`src/rtl/snp_pair_packer_if.sv`:
```
// Beat handoff bus from the pair packer to the host write path.
// The producer drives data/valid/last; the host drives ready.
interface snp_pair_packer_if #(
  parameter int DATA_WIDTH = 64
) ();
  logic [8*DATA_WIDTH-1:0] out_data;
  logic                    out_valid;
  logic                    out_ready;
  logic                    out_last;

  modport master (output out_data, output out_valid, output out_last, input out_ready);
  modport slave  (input out_data, input out_valid, input out_last, output out_ready);
endinterface

```
`src/rtl/snp_pair_packer.sv`:
```
// Drains significant SNP pairs from the engine result FIFO and packs them
// 16 per 512-bit beat. A short final beat is padded with all ones and flagged last.
module snp_pair_packer #(
  parameter int PE_WIDTH   = 16,
  parameter int DATA_WIDTH = 64
) (
  input  logic                  clk,
  input  logic                  rst_n,
  input  logic                  start,
  input  logic                  clear_done,
  input  logic [PE_WIDTH-1:0]   pair_num_in,
  output logic                  pair_rd_en,
  input  logic [2*PE_WIDTH-1:0] pair_data_in,
  snp_pair_packer_if.master     out_if,
  output logic [PE_WIDTH-1:0]   beat_count,
  output logic                  ready,
  output logic                  done
);

  localparam int PAIR_W         = 2 * PE_WIDTH;
  localparam int PAIRS_PER_BEAT = 8 * DATA_WIDTH / PAIR_W;
  localparam int SLOT_W         = $clog2(PAIRS_PER_BEAT);

  typedef enum logic [1:0] {S_IDLE, S_FILL, S_EMIT, S_DONE} state_e;

  state_e                                 state_q;
  logic [PE_WIDTH-1:0]                    total_q;
  logic [PE_WIDTH-1:0]                    issued_q;
  logic [PE_WIDTH-1:0]                    captured_q;
  logic [PE_WIDTH-1:0]                    beat_count_q;
  logic [SLOT_W:0]                        beat_iss_q;
  logic [SLOT_W-1:0]                      slot_q;
  logic                                   rd_pend_q;
  logic                                   last_q;
  logic [PAIRS_PER_BEAT-1:0][PAIR_W-1:0]  slots_q;

  logic cap_is_last;
  logic slot_is_full;

  assign cap_is_last  = (captured_q + PE_WIDTH'(1)) == total_q;
  assign slot_is_full = slot_q == SLOT_W'(PAIRS_PER_BEAT - 1);

  // Reads stop once a beat's worth is in flight; the next batch waits for acceptance.
  assign pair_rd_en = (state_q == S_FILL) && (issued_q < total_q)
                      && (beat_iss_q < (SLOT_W+1)'(PAIRS_PER_BEAT));

  assign out_if.out_data  = slots_q;
  assign out_if.out_valid = (state_q == S_EMIT);
  assign out_if.out_last  = last_q;
  assign beat_count       = beat_count_q;
  assign ready            = (state_q == S_IDLE);
  assign done             = (state_q == S_DONE);

  always_ff @(posedge clk or negedge rst_n) begin
    if (!rst_n) begin
      state_q      <= S_IDLE;
      total_q      <= '0;
      issued_q     <= '0;
      captured_q   <= '0;
      beat_count_q <= '0;
      beat_iss_q   <= '0;
      slot_q       <= '0;
      rd_pend_q    <= 1'b0;
      last_q       <= 1'b0;
      // NOTE: the beat register is flops, not RAM, so it can and must clear to 0 on reset.
      slots_q      <= '0;
    end else begin
      // NOTE: non-blocking assignments everywhere here; later ones in the block override earlier ones.
      rd_pend_q <= pair_rd_en;
      if (pair_rd_en) begin
        issued_q   <= issued_q + PE_WIDTH'(1);
        beat_iss_q <= beat_iss_q + (SLOT_W+1)'(1);
      end

      unique case (state_q)
        S_IDLE: begin
          if (start) begin
            total_q      <= pair_num_in;
            issued_q     <= '0;
            captured_q   <= '0;
            beat_count_q <= '0;
            beat_iss_q   <= '0;
            slot_q       <= '0;
            last_q       <= 1'b0;
            slots_q      <= '1;
            state_q      <= (pair_num_in == '0) ? S_DONE : S_FILL;
          end
        end
        S_FILL: begin
          // FIFO data arrives one cycle after its read strobe.
          if (rd_pend_q) begin
            slots_q[slot_q] <= pair_data_in;
            slot_q          <= slot_q + SLOT_W'(1);
            captured_q      <= captured_q + PE_WIDTH'(1);
            if (slot_is_full || cap_is_last) begin
              state_q <= S_EMIT;
              last_q  <= cap_is_last;
            end
          end
        end
        S_EMIT: begin
          if (out_if.out_ready) begin
            beat_count_q <= beat_count_q + PE_WIDTH'(1);
            slot_q       <= '0;
            beat_iss_q   <= '0;
            slots_q      <= '1;
            last_q       <= 1'b0;
            state_q      <= last_q ? S_DONE : S_FILL;
          end
        end
        S_DONE: begin
          if (clear_done) state_q <= S_IDLE;
        end
        default: state_q <= S_IDLE;
      endcase
    end
  end

endmodule
```
`src/flat_wrapper.sv`:
```
// flat-port wrapper written by rule: the top's interface ports become plain ports
module snp_pair_packer_flat 
#(
  parameter int PE_WIDTH   = 16,
  parameter int DATA_WIDTH = 64
)
  (clk, rst_n, start, clear_done, pair_num_in, pair_rd_en, pair_data_in, beat_count, ready, done, out_if_out_data, out_if_out_valid, out_if_out_last, out_if_out_ready);
  snp_pair_packer_if #(.DATA_WIDTH(DATA_WIDTH)) out_if_i ();
  input  logic clk;
  input  logic rst_n;
  input  logic start;
  input  logic clear_done;
  input  logic [PE_WIDTH-1:0] pair_num_in;
  output logic pair_rd_en;
  input  logic [2*PE_WIDTH-1:0] pair_data_in;
  output logic [PE_WIDTH-1:0] beat_count;
  output logic ready;
  output logic done;
  output wire logic [$bits(out_if_i.out_data)-1:0] out_if_out_data;
  output wire logic [$bits(out_if_i.out_valid)-1:0] out_if_out_valid;
  output wire logic [$bits(out_if_i.out_last)-1:0] out_if_out_last;
  input wire logic [$bits(out_if_i.out_ready)-1:0] out_if_out_ready;
  assign out_if_out_data = out_if_i.out_data;
  assign out_if_out_valid = out_if_i.out_valid;
  assign out_if_out_last = out_if_i.out_last;
  assign out_if_i.out_ready = out_if_out_ready;
  snp_pair_packer #(.PE_WIDTH(PE_WIDTH), .DATA_WIDTH(DATA_WIDTH)) u_core (.clk(clk), .rst_n(rst_n), .start(start), .clear_done(clear_done), .pair_num_in(pair_num_in), .pair_rd_en(pair_rd_en), .pair_data_in(pair_data_in), .out_if(out_if_i), .beat_count(beat_count), .ready(ready), .done(done));
endmodule
```
`config.mk`:
```
export PLATFORM = sky130hd
export DESIGN_NAME = snp_pair_packer_flat
export DESIGN_NICKNAME = d
export VERILOG_FILES = /design/src/rtl/snp_pair_packer_if.sv /design/src/rtl/snp_pair_packer.sv /design/src/flat_wrapper.sv
export SDC_FILE = /design/constraint.sdc
export NUM_CORES = 1
export LEC_CHECK = 0
export BUFFER_PORTS_ARGS = -buffer_cell sky130_fd_sc_hd__buf_2
export CAP_MARGIN = 10
export CORE_ASPECT_RATIO = 0.5
export CORE_MARGIN = 1.5
export CORE_UTILIZATION = 58
export DETAILED_ROUTE_END_ITERATION = 16
export PLACE_DENSITY = 0.89
export SYNTH_ARGS = -nofsm -noshare
export SYNTH_HDL_FRONTEND = slang
export SYNTH_SLANG_ARGS = --single-unit
```
`constraint.sdc`:
```
create_clock -name clk -period 6.3 [get_ports clk]
set_input_delay 0.315 -clock clk [delete_from_list [all_inputs] [get_ports clk]]
set_output_delay 0.315 -clock clk [all_outputs]
set_load 0.05 [all_outputs]
```
* Word-level counts from Yosys, hierarchy flattened *
Cells that the tools add are included.

storage, ports and cells
  input port bits = 53
  output and inout bits = 533
  logic and storage cells = 95
  register bits after elaboration = 589

operators by class
  equal/unequal tests = 10
  $lt $le $gt $ge = 4
  add/sub/neg operators = 5
  muxes and demuxes = 36
  reduce and logical (&&, ||, !) cells = 15

operator list
  kind                   count
  $mux 512               3
  $pmux 512 s3           1
  $bwmux 512             1
  $demux 32 s4           1
  $mux 16                6
  $pmux 16 s2            2
  $add 16x1->16 const B  3
  $mux 32                1
  $eq 16x16->1           1
  $logic_not 16->1       1
  $lt 16x16->1           1
  $mux 5                 3
  $mux 2                 7
  $mux 4                 3
  $pmux 4 s3             1
  $pmux 5 s2             1
  $reduce_and 5->1       2
  $pmux 2 s4             1
  $ne 2x2->1 const B     3
  $reduce_and 3->1       2
  $add 5x1->5 const B    1
  $lt 4x5->1 const B     1
  $lt 5x5->1 const B     1
  $add 4x1->4 const B    1
  other kinds (14)       22

* Depth between registers and ports, before layout *
Gate-level depths: netlist (run 1).

  depth after elaboration = 7
  gate-level depth with buffers = 13
  gate-level depth less buffers = 10

* Worst setup path before layout (run 1) *
No wires, ideal clock.

  path kind = register -> register
  start point = register u_core.issued_q[13]
  end point = register u_core.beat_iss_q[2]
  stages on the path, launching flop included = 10
  data required time = 6.176 ns
  data arrival time = 2.367 ns
  path slack = 3.809 ns
  path buffers = 2
  setup time = 0.124 ns
  period minus slack after synthesis = 2.491 ns
  path through = dfrtp_1 ha_1 a21o_1 a21o_1 a211o_1 clkbuf_1 a211oi_1 buf_2 nand2_1 mux2i_1

on the way
  longest elaborated chain between the ends = 6
  elaborated cells on any way between the ends = 7
  those cells by class = order compare: 1; mux: 4; reduce/logical: 2

ends and longest elaborated chain
  what                       line                                           text
  start, declared            snp_pair_packer.sv:28                          logic [PE_WIDTH-1:0] issued_q;
  start signal, assigned     snp_pair_packer.sv:71                          issued_q <= issued_q + PE_WIDTH'(1);
  $lt 16x16->1 *             snp_pair_packer.sv:44                          assign pair_rd_en = (state_q == S_FILL) && (issued_q < total_q)
  $logic_and 1x1->1 *        snp_pair_packer.sv:44
  $logic_and 1x1->1 *        snp_pair_packer.sv:45                          && (beat_iss_q < (SLOT_W+1)'(PAIRS_PER_BEAT));
  named net pair_rd_en       flat_wrapper.sv:14                             output logic pair_rd_en;
  $mux 5 *                   snp_pair_packer.sv:70                          if (pair_rd_en) begin
  $mux 5 (on tied branches)  snp_pair_packer.sv:102, snp_pair_packer.sv:77
  $pmux 5 s2 *               snp_pair_packer.sv:75                          unique case (state_q)
  end signal, assigned       snp_pair_packer.sv:72                          beat_iss_q <= beat_iss_q + (SLOT_W+1)'(1);
  end, declared              snp_pair_packer.sv:31                          logic [SLOT_W:0] beat_iss_q;

The timed path passes the listed nets; every way through them passes the cells marked *.
A chain may end at the register's enable or synchronous reset.

* Worst setup path after layout (run 1) *
  start point = register u_core.state_q[1]
  end point = register u_core.slots_q (netlist bit u_core.out_if.out_data[225])

on the way
  longest elaborated chain between the ends = 3
  elaborated cells on any way between the ends = 9
  those cells by class = eq/ne: 5; mux: 1; reduce/logical: 3

ends and longest elaborated chain
  what                                                 line                    text
  start, declared                                      snp_pair_packer.sv:26   state_e state_q;
  start signal, assigned                               snp_pair_packer.sv:86   state_q <= (pair_num_in == '0) ? S_DONE : S_FILL;
  start signal, assigned                               snp_pair_packer.sv:108  state_q <= last_q ? S_DONE : S_FILL;
  $eq 2x1->1 (tied with other cells)                   snp_pair_packer.sv:75
  $ne 2x1->1 (no source line) (tied with other cells)  --
  $reduce_and 4->1 (no source line)                    --
  end signal, assigned by index                        snp_pair_packer.sv:92   slots_q[slot_q] <= pair_data_in;
  end, declared                                        snp_pair_packer.sv:35   logic [PAIRS_PER_BEAT-1:0][PAIR_W-1:0] slots_q;

Several ways; a longest one is shown, not always the timed one.

==> reports/results.txt, run 1 <==
Measured along the y axis, the die boundary spans 146 um. Summed over all layers, the routed wires come to 79.7 mm. Setup total negative slack on the finished layout was measured at 0 ns.

The XOR/XNOR share of the synthesized area was 0.0155; the placed wire-length estimate was 52.0 mm. The initial core utilization is 0.588. The total global-route track usage was 0.375. For this run, the detailed router's first-pass iteration total came to 7. In this run, CTS created clock tree buffers numbering 50. The worst setup path is launched from a register. For this block, wires on met1 add up to 29.0 mm. From synthesis to final layout, the design area changed by 21.3%.

The run gives 0.0404 mm2 as the standard cell core area. The width of the die was 289 um. The mean post-synth cell area works out to 9.83 um2. After detailed placement, the total cell area comes to 0.0270 mm2.

The sequential cells in the finished layout cover a total of 0.0147 mm2. The logs give 190 for the pin count of the biggest net entering global routing and 2982 for the number of nets in the layout. In this run the cell area of the synthesized design comes to 0.0238 mm2.

Setup violations remaining at the end of the flow were counted as 0. The first global-routing pass estimated 121 mm of wire. Post-CTS timing repair inserted 0 buffers for setup. For this design, the slowest cell found on the critical path is buf_4.

In this run the worst path has a maximum fanout of 126. With fillers left out, the area of the finished cells amounts to 0.0288 mm2. The run gives 20751 as the number of global-route vias before repair. Across all register-to-register paths, the minimum setup slack is 2.28 ns. The number of antenna violations at the first check in global routing was 3. The H-tree was split into 2 levels. Yosys printed 0 warnings. The number of nets handed over by synthesis was 2494.

The clock passes through at most 3 buffers. STA puts the critical path data required time at 6.75 ns. The routed wire length on met3 is 7.50 mm.

Setup repair after global routing left no endpoint under its margin. Number of fill cells: 2843. The highest layer touched by signal routing is met4.

Using the TritonRoute via totals, the vias-per-cell ratio works out to 6.22. After detailed routing, the average wire length per cell comes to 22.9 um. The DRC violation count after routing was 0; the number of max-slew violations in the final report was 0. The distinct cell type count after synthesis is 61, and the basic-gate share of the synthesized area counting and, or, nand and nor cells is 0.152. For the pin with the worst max-slew slack, the measured transition is 1.29 ns. Clock tree synthesis selected as its root buffer the cell clkbuf_16. The tools report the met2 wire length as 36.8 mm.

For this run the aggregate overflow at the end of global routing stands at 0. Timing would allow up to 249 MHz. Setup clock skew after layout: 0.0310 ns.

Max-cap violations in this run came to 0. TritonCTS built the clock tree. The congestion estimate from routability-driven global placement came to 0.965. The multiplexer share of the synthesized area was 0.00211. The sequential area share after synthesis came out at 0.620. The largest incremental delay on the critical path works out to 0.97 ns.

The critical path class is register to register. The logs give 0.60 ns for the clock latency at the later pin of the worst-skew pair and 4.47 ns for the critical path arrival. The total number of vias is 21699.

Async set-reset flop share out of synthesis: 1.00. The combined area of the multi-input logic cells came out at 0.00813 mm2. The signal on the critical path passes through nand2_1 -> a21oi_4 -> buf_4 -> buf_4 -> o21ai_0 -> o21ai_0. Counting I/O delays and the setup requirement, the final critical path takes 4.02 ns.

The clock net sink count is 589. By area, the combinational part of the netlist is dominated by compound AO/OA/AOI/OAI gates. The worst setup path is captured at a register. During I/O placement, the number of pins put on the boundary was 586.

After synthesis the netlist holds a flip-flop and latch count of 589. After the first detailed-routing iteration, the DRC count stood at 2408. The tools report the total die area as 0.0423 mm2. The number of synthesized flops with an enable pin was 0; the number of core rows was 52. The fraction of layout cells with a size suffix above 1 is 0.249, and the clock-pin transition on the worst setup and hold timing paths is 0.07 ns. Complex-gate fraction of the synthesized area: 0.159. The count of mapped cells out of synthesis is 2418, and the count of final hold-check violations is 0.

The post-route fraction of the period consumed by the critical path came out at 0.638. The area share of fa/ha/maj cells after synthesis is 0.0121. For this run, the leading register cell type out of synthesis is dfrtp_1. The relative slew slack came out at 0.136. Final antenna-violating net count: 0.

The flow ran to the end, and the final reports show no timing, DRC or antenna violations. In this run the worst hold path is classified as input port to register. The total of buffers placed on input and output ports works out to 585.
[layer usage]
metal | global-route usage | vias to the layer above
met2 | 0.578 | 1408
met1 | 0.481 | 10603
met4 | 0.246 | 0
met3 | 0.0858 | 414
li1 | - | 9274
met5 | 0 | -
[worst max-delay path, delay by kind of cell, from the launching register on]
kind / cells / cell delay, ns
buf+inv: 2 / 1.79
compound gates: 3 / 1.15
flops: 1 / 0.60
simple gates: 1 / 0.22
[metrics by stage]
stage	utilization	worst slack (ns)	hold WS, ns	std cells
2_1_floorplan	-	3.81	0.0194	2418
3_3_place_gp	0.667	2.53	0.458	3375
3_5_place_dp	0.667	2.40	0.465	3375
4_1_cts	0.712	2.33	0.0127	3482
5_1_grt	0.714	1.97	0.0303	3488
6_report	0.714	2.28	0.0397	3488
[registers in the layout, summed over array words and instances, names as in the netlist]
| name | flops |
|---|---|
| u_core.out_if.out_last | 1 |
| u_core.total_q | 16 |
| u_core.state_q | 2 |
| u_core.beat_count | 16 |
| u_core.captured_q | 16 |
| u_core.rd_pend_q | 1 |
| u_core.out_if.out_data | 512 |
| u_core.beat_iss_q | 5 |
| u_core.issued_q | 16 |
| u_core.slot_q | 4 |
[cells by family after synthesis]
group,count (synthesis)
xor gates and xnor gates,42
DFF,589
buffers and inverters,242
AOI/OAI and AO/OA,712
and+or+nand+nor,805
adders and majority gates,23
muxes,5
[synthesized netlist by cell type (all sizes together), types with 4 or more instances]
cell type  count  share of area
dfrtp        589           0.62
o21ai        472          0.099
nand2        346          0.055
clkbuf       186          0.029
a21oi        178          0.038
nand3        134          0.028
nor3         126          0.027
nor2         122          0.019
inv           31         0.0049
buf           25         0.0044
xnor2         25         0.0092
ha            23          0.012
nand4         20         0.0059
xor2          17         0.0063
and2          15         0.0041
a21o          12         0.0038
a221o          9         0.0038
nor4           8         0.0030
and3           7         0.0018
nand2b         7         0.0018
o211ai         6         0.0019
mux2i          5         0.0021
or3            5         0.0013
a211oi         4         0.0015
[placed cells by master, fill, tap and decap left out, types with 15 or more instances in the layout]
cell,n
a21oi_1,177
buf_2,584
buf_4,41
clkbuf_16,50
dfrtp_1,589
dlygate4sd3_1,15
ha_1,23
inv_1,31
nand2_1,345
nand3_1,134
nand4_1,19
nor2_1,120
nor3_1,124
o21ai_0,470
xnor2_1,25
xor2_1,17
[what timing repair did]
action                                  in CTS  in global routing
hold buffers                                15                  0
hold endpoints to repair                   145                  0
gates resized for setup                      0                  0
endpoints found under the setup margin       0                  0
[final cells by class]
| cell class | count | area share |
|---|---|---|
| antenna | 2 | 0.000174 |
| clock buffer | 74 | 0.0503 |
| clock inverter | 18 | 0.00733 |
| inverter | 31 | 0.00404 |
| multi-input combinational | 1587 | 0.282 |
| sequential | 589 | 0.511 |
| tap | 540 | 0.0234 |
| timing repair buffer | 647 | 0.122 |
[path summary, 6_finish.rpt]
check,startpoint,to,cells after the start
max reg2reg,u_core.state_q[1],u_core.out_if.out_data[225],6
min reg2reg,u_core.out_if.out_data[491],u_core.out_if.out_data[491],2
max,u_core.state_q[1],u_core.out_if.out_data[225],6
min,pair_num_in[14],u_core.total_q[14],3
min in group asynchronous,rst_n,u_core.out_if.out_data[441],2
max in group asynchronous,rst_n,u_core.out_if.out_data[362],3
Power of run 1 is not shown: default switching activity piles up to over one toggle a cycle in this logic, so the estimate is an artifact.
==> run 2: changes to the inputs <==
- ABC_AREA: default -> 1
- CORE_UTILIZATION: 58 -> 48
- PLACE_DENSITY: 0.89 -> 0.79
- clock period: 6.3 -> 3.65 ns (I/O delays scaled with it)
==> run 2 against run 1 <==
  * Non-clock buffer count increased by 25
  * Register-to-register slack got worse by 1.5 ns
  * Clock skew decreased by 0.0084 ns
  * Final area increased by 3.1%
  * Die area increased by 22%
  * Critical path depth increased by 3
  * Routed wire length decreased by 0.19%
  * Critical endpoint is now pair_rd_en
  * Largest cell class unchanged
  * Via count decreased by 0.66%
==> reports/results.txt, run 2 <==
Ranked by total cell area, the synthesized netlist is headed by dfrtp_1 61%, a21oi_1 8.2%, nor2_1 5.7%. The critical path arrival was 2.93 ns (-1.54 ns); the complex-gate fraction of the synthesized area was 0.125 (-0.0339). The slew at the pin closest to its max-slew limit was 1.09 ns (-0.198 ns); the final antenna-violating net count was 0 (unchanged).

The buffer count from post-CTS setup fixing is 0 (unchanged), and the end-of-flow core utilization is 0.607 (-0.107). Basic-gate share of the synthesized area counting and, or, nand and nor cells: 0.182 (+0.0301). The width of the die came out at 320 um (+10%).

The path class of the tightest hold or removal check is input port to register. The DRC violation count after routing is 0 (unchanged). In the post-synthesis netlist, the cell with the most instances is dfrtp_1. Leaving out fill and tap cells, the most frequent cell in the layout is dfrtp_1.

The run gives 0.00788 mm2 (-3.0%) as the combined area of the multi-input logic cells. The cell that appears most often on the critical path is a21oi_1. The run gives 4059 (+43%) as the number of fill cells. The worst-case clock buffer depth is 3 (unchanged). The run gives 39 (-36%) as the distinct cell type count after synthesis. The total power draw was 33.5 mW; the clock-pin transition on the worst setup and hold timing paths was 0.07 ns (about the same). The via density per instance was 5.58 (-10%); the initial core utilization was 0.491 (-0.0974).

The count of final hold-check violations was 0 (unchanged). The signal on the critical path passes through inv_1 -> ha_1 -> a21oi_1 -> o21ai_0 -> a21oi_1 -> nand4_1 -> buf_4 -> inv_2 -> buf_2. The summed instance area of the synthesized netlist is 0.0240 mm2 (+1.2%), and the total CTS buffers is 51 (+2.0%). For this design the ratio of total power to cell area is 1130 mW/mm2. The run gives 3252 (+9.1%) as the number of nets in the layout. The top-level I/O count is 586 (unchanged).

The number of violations of the max-capacitance limit came out at 0 (unchanged). The combined flip-flop and latch cell area came out at 0.0147 mm2 (unchanged). STA classifies the critical path startpoint as a register. The pin count of the biggest net entering global routing was 109 (-43%).

The run gives 0.0226 ns (-0.00838 ns) as the setup clock skew after layout. Worst min-delay path startpoint: pair_data_in[9]. Relative to the synthesized area, the layout overhead comes to 23.7%. The XOR/XNOR share of the synthesized area works out to 0.00448 (-0.0110). The tools report the destination of the worst hold path as u_core.out_if.out_data[105]. Leaving out fill and tap cells, the most frequent cells in the layout are 589 x dfrtp_1, 584 x buf_2, 390 x a21oi_1, 362 x nor2_1, 354 x nand2_1. CTS placed an instance of clkbuf_16 at the clock tree root. The wire length of the first global-routing pass is 120 mm (-0.72%), and the die boundary height is 161 um (+10%). The total of buffers placed on input and output ports is 585 (unchanged). The number of cells on the critical path is 9 (+3), and the per-cell routed wire length is 20.6 um (-9.9%). Relative slew slack: 0.271 (+0.135). The mean post-synth cell area is 9.13 um2 (-7.1%).

The maximum net fanout on the critical path is 29 (-77%), and the number of flip-flops and latches in the synthesized netlist is 589 (unchanged). Worst IR drop on VDD: 0.000841 V. Standard cell core area: 0.0490 mm2 (+21%).

The count of TritonRoute iterations in the first routing pass was 6 (-1). The worst register-to-register path begins at u_core.state_q[0]. The fraction of layout cells with a size suffix above 1 is 0.234 (-0.0156). Category of the worst setup path capture point: a primary output.

The count of final setup violators was 0 (unchanged). For the total global-route track usage, the log shows 0.302 (-0.0731). The tools report the clock net sink count as 589 (unchanged).

The share of the synthesized area in the top cell type was 0.613 (-0.00723); the sequential area share after synthesis was 0.613 (-0.00723). After synthesis, the largest family of logic cells by area is simple AND/OR/NAND/NOR gates. The depth of the worst hold-timing path works out to 3 (unchanged). Timing would allow up to 321 MHz. The number of max-slew violations in the final report came out at 0 (unchanged). The placed wire-length estimate is 54.7 mm (+5.2%). The tools report the number of antenna violations at the first check in global routing as 1 (-2). The run gives 20457 (-1.4%) as the number of global-route vias before repair.

The number of core rows is 57 (+9.6%), and the number of synthesized flops with an enable pin is 0 (unchanged). The total die area came out at 0.0515 mm2 (+22%). TritonCTS built the clock tree. The post-route fraction of the period consumed by the critical path came out at 0.854. The flow ran to the end, and the final reports show no timing, DRC or antenna violations. The yosys synthesis warning count is 0 (unchanged), and the critical path data required time is 3.47 ns (-3.28 ns). The async set-reset flop share out of synthesis works out to 1.00 (unchanged). The run gives 0.939 (-2.7%) as the final estimated routing congestion in global placement.

The most used flip-flop cell after synthesis is dfrtp_1. The smallest clock period supported by the final layout is computed as 3.12 ns. The endpoint identified for the worst register-to-register timing path is u_core.out_if.out_data[228]. The area share of fa/ha/maj cells after synthesis is 0.0120 (-0.000141). Path depth of the worst reg2reg path: 13 (+7). The biggest area contributor in the post-synthesis netlist is dfrtp_1. The total wirelength of the detailed-routed design is 79.6 mm (-0.19%), and the clock latency at the later pin of the worst-skew pair is 0.59 ns (about the same).

Kind of cell with the highest combined delay on the critical path: buffers and inverters. The buffers plus inverters on the worst setup path works out to 4 (+2). For the reg-to-reg setup timing slack, the log shows 0.78 ns (-1.50 ns).

Number of nets produced by synthesis: 2710 (+8.7%). Count of mapped cells out of synthesis: 2634 (+8.9%). The summed negative setup slack over all endpoints is 0 ns (unchanged). The slowest stage cell on the critical path was dfrtp_1. The total number of H-tree levels was 2 (unchanged); the number of DRC markers after the initial detailed-route iteration was 2020 (-16%).

Largest incremental delay on the critical path: 0.41 ns (-0.56 ns). The static leakage was 13.0 nW; the remaining global-route overflow was 0 (unchanged). The post-route worst hold slack came out at 0.0292 ns (-0.0106 ns). The critical path in this run is classified as register to primary output.

By count the netlist is led by 589 x dfrtp_1, 392 x a21oi_1, 365 x nor2_1. The flip-flop count of the largest register after layout was 512 (unchanged); the total number of vias was 21555 (-0.66%). Multiplexer share of the synthesized area: 0.00141 (-0.000701). Setup repair after global routing left no endpoint under its margin.
-- run 2: changes by cell type in the layout (fill, tap and decap cells not counted), moves of 11 or more --
cell           before  now
nand3_1           134  191
a21o_1             11    0
a21oi_1           177  390
inv_2               0   12
xor2_1             17    6
o21ai_0           470  166
xnor2_1            25    1
nor3_1            124  107
dlygate4sd3_1      15   39
nor2_1            120  362
inv_1              31  180
-- run 2: per-stage QoR --
stage	cell area [um2]	std cells	setup WS, ns
after floorplan	24000	2634	1.03
after global placement	27600	3733	1.01
after detailed placement	27600	3733	0.853
after CTS	29700	3864	0.573
after global routing	29700	3865	0.272
final	29700	3865	0.533
-- run 2: routing by layer --
metal  vias to the layer above  track usage  wire length (um)
li1                       9730            -                 -
met1                     10539        0.390             31200
met2                       986        0.493             38500
met3                       300       0.0441              4630
met4                         0        0.174              5260
met5                         -            0                 0
-- run 2: kinds of logic (layout without fill, tap and decap cells) --
logic type / after synthesis / in the layout
AO/OA/AOI/OAI: 586 / 586
XOR/XNOR: 9 / 9
adder cells (fa/ha/maj): 23 / 23
buffers and inverters: 377 / 958
flip-flops: 589 / 589
multiplexers: 3 / 3
other: 0 / 1
AND/OR/NAND/NOR: 1047 / 1047
-- run 2: power breakdown --
group          internal, mW  switching, mW
logic                  3.58           14.3
registers              8.77           1.20
clock network          3.21           2.51
total                  15.6           18.0
-- run 2: how the worst max path moves through the flow --
stage,start,end,slack [ns]
2_1_floorplan,u_core.state_q[0],u_core.beat_count[13],1.03
3_3_place_gp,u_core.state_q[0],u_core.out_if.out_data[236],1.01
3_5_place_dp,u_core.state_q[0],u_core.out_if.out_data[228],0.85
4_1_cts,u_core.total_q[15],pair_rd_en,0.57
5_1_grt,u_core.total_q[15],pair_rd_en,0.27
6_report,u_core.total_q[15],pair_rd_en,0.53
-- run 2: what timing repair did --
| action | CTS | global route |
|---|---|---|
| hold buffers | 39 | 0 |
| endpoints found under the hold margin | 175 | 0 |
| gates resized for setup | 0 | 0 |
-- run 2: final cells by class --
type / instances / share of cell area
antenna: 1 / 0.0000842
sequential: 589 / 0.496
clock inverter: 18 / 0.00859
inverter: 194 / 0.0247
multi-input combinational: 1668 / 0.265
tap: 649 / 0.0273
clock buffer: 74 / 0.0502
timing repair buffer: 672 / 0.128
-- run 2: worst reg2reg max path, cell delays in order (launching register included) --
cell	delay [ns]
dfrtp_1	0.46
inv_1	0.13
nor2_2	0.04
buf_4	0.19
nand2_1	0.13
nand3_2	0.12
inv_2	0.28
nand3_1	0.16
nor2_1	0.13
nor2_1	0.06
inv_2	0.35
buf_4	0.48
nor2_1	0.13
a21oi_1	0.15
No activity file was read; power rests on OpenSTA's default activity.
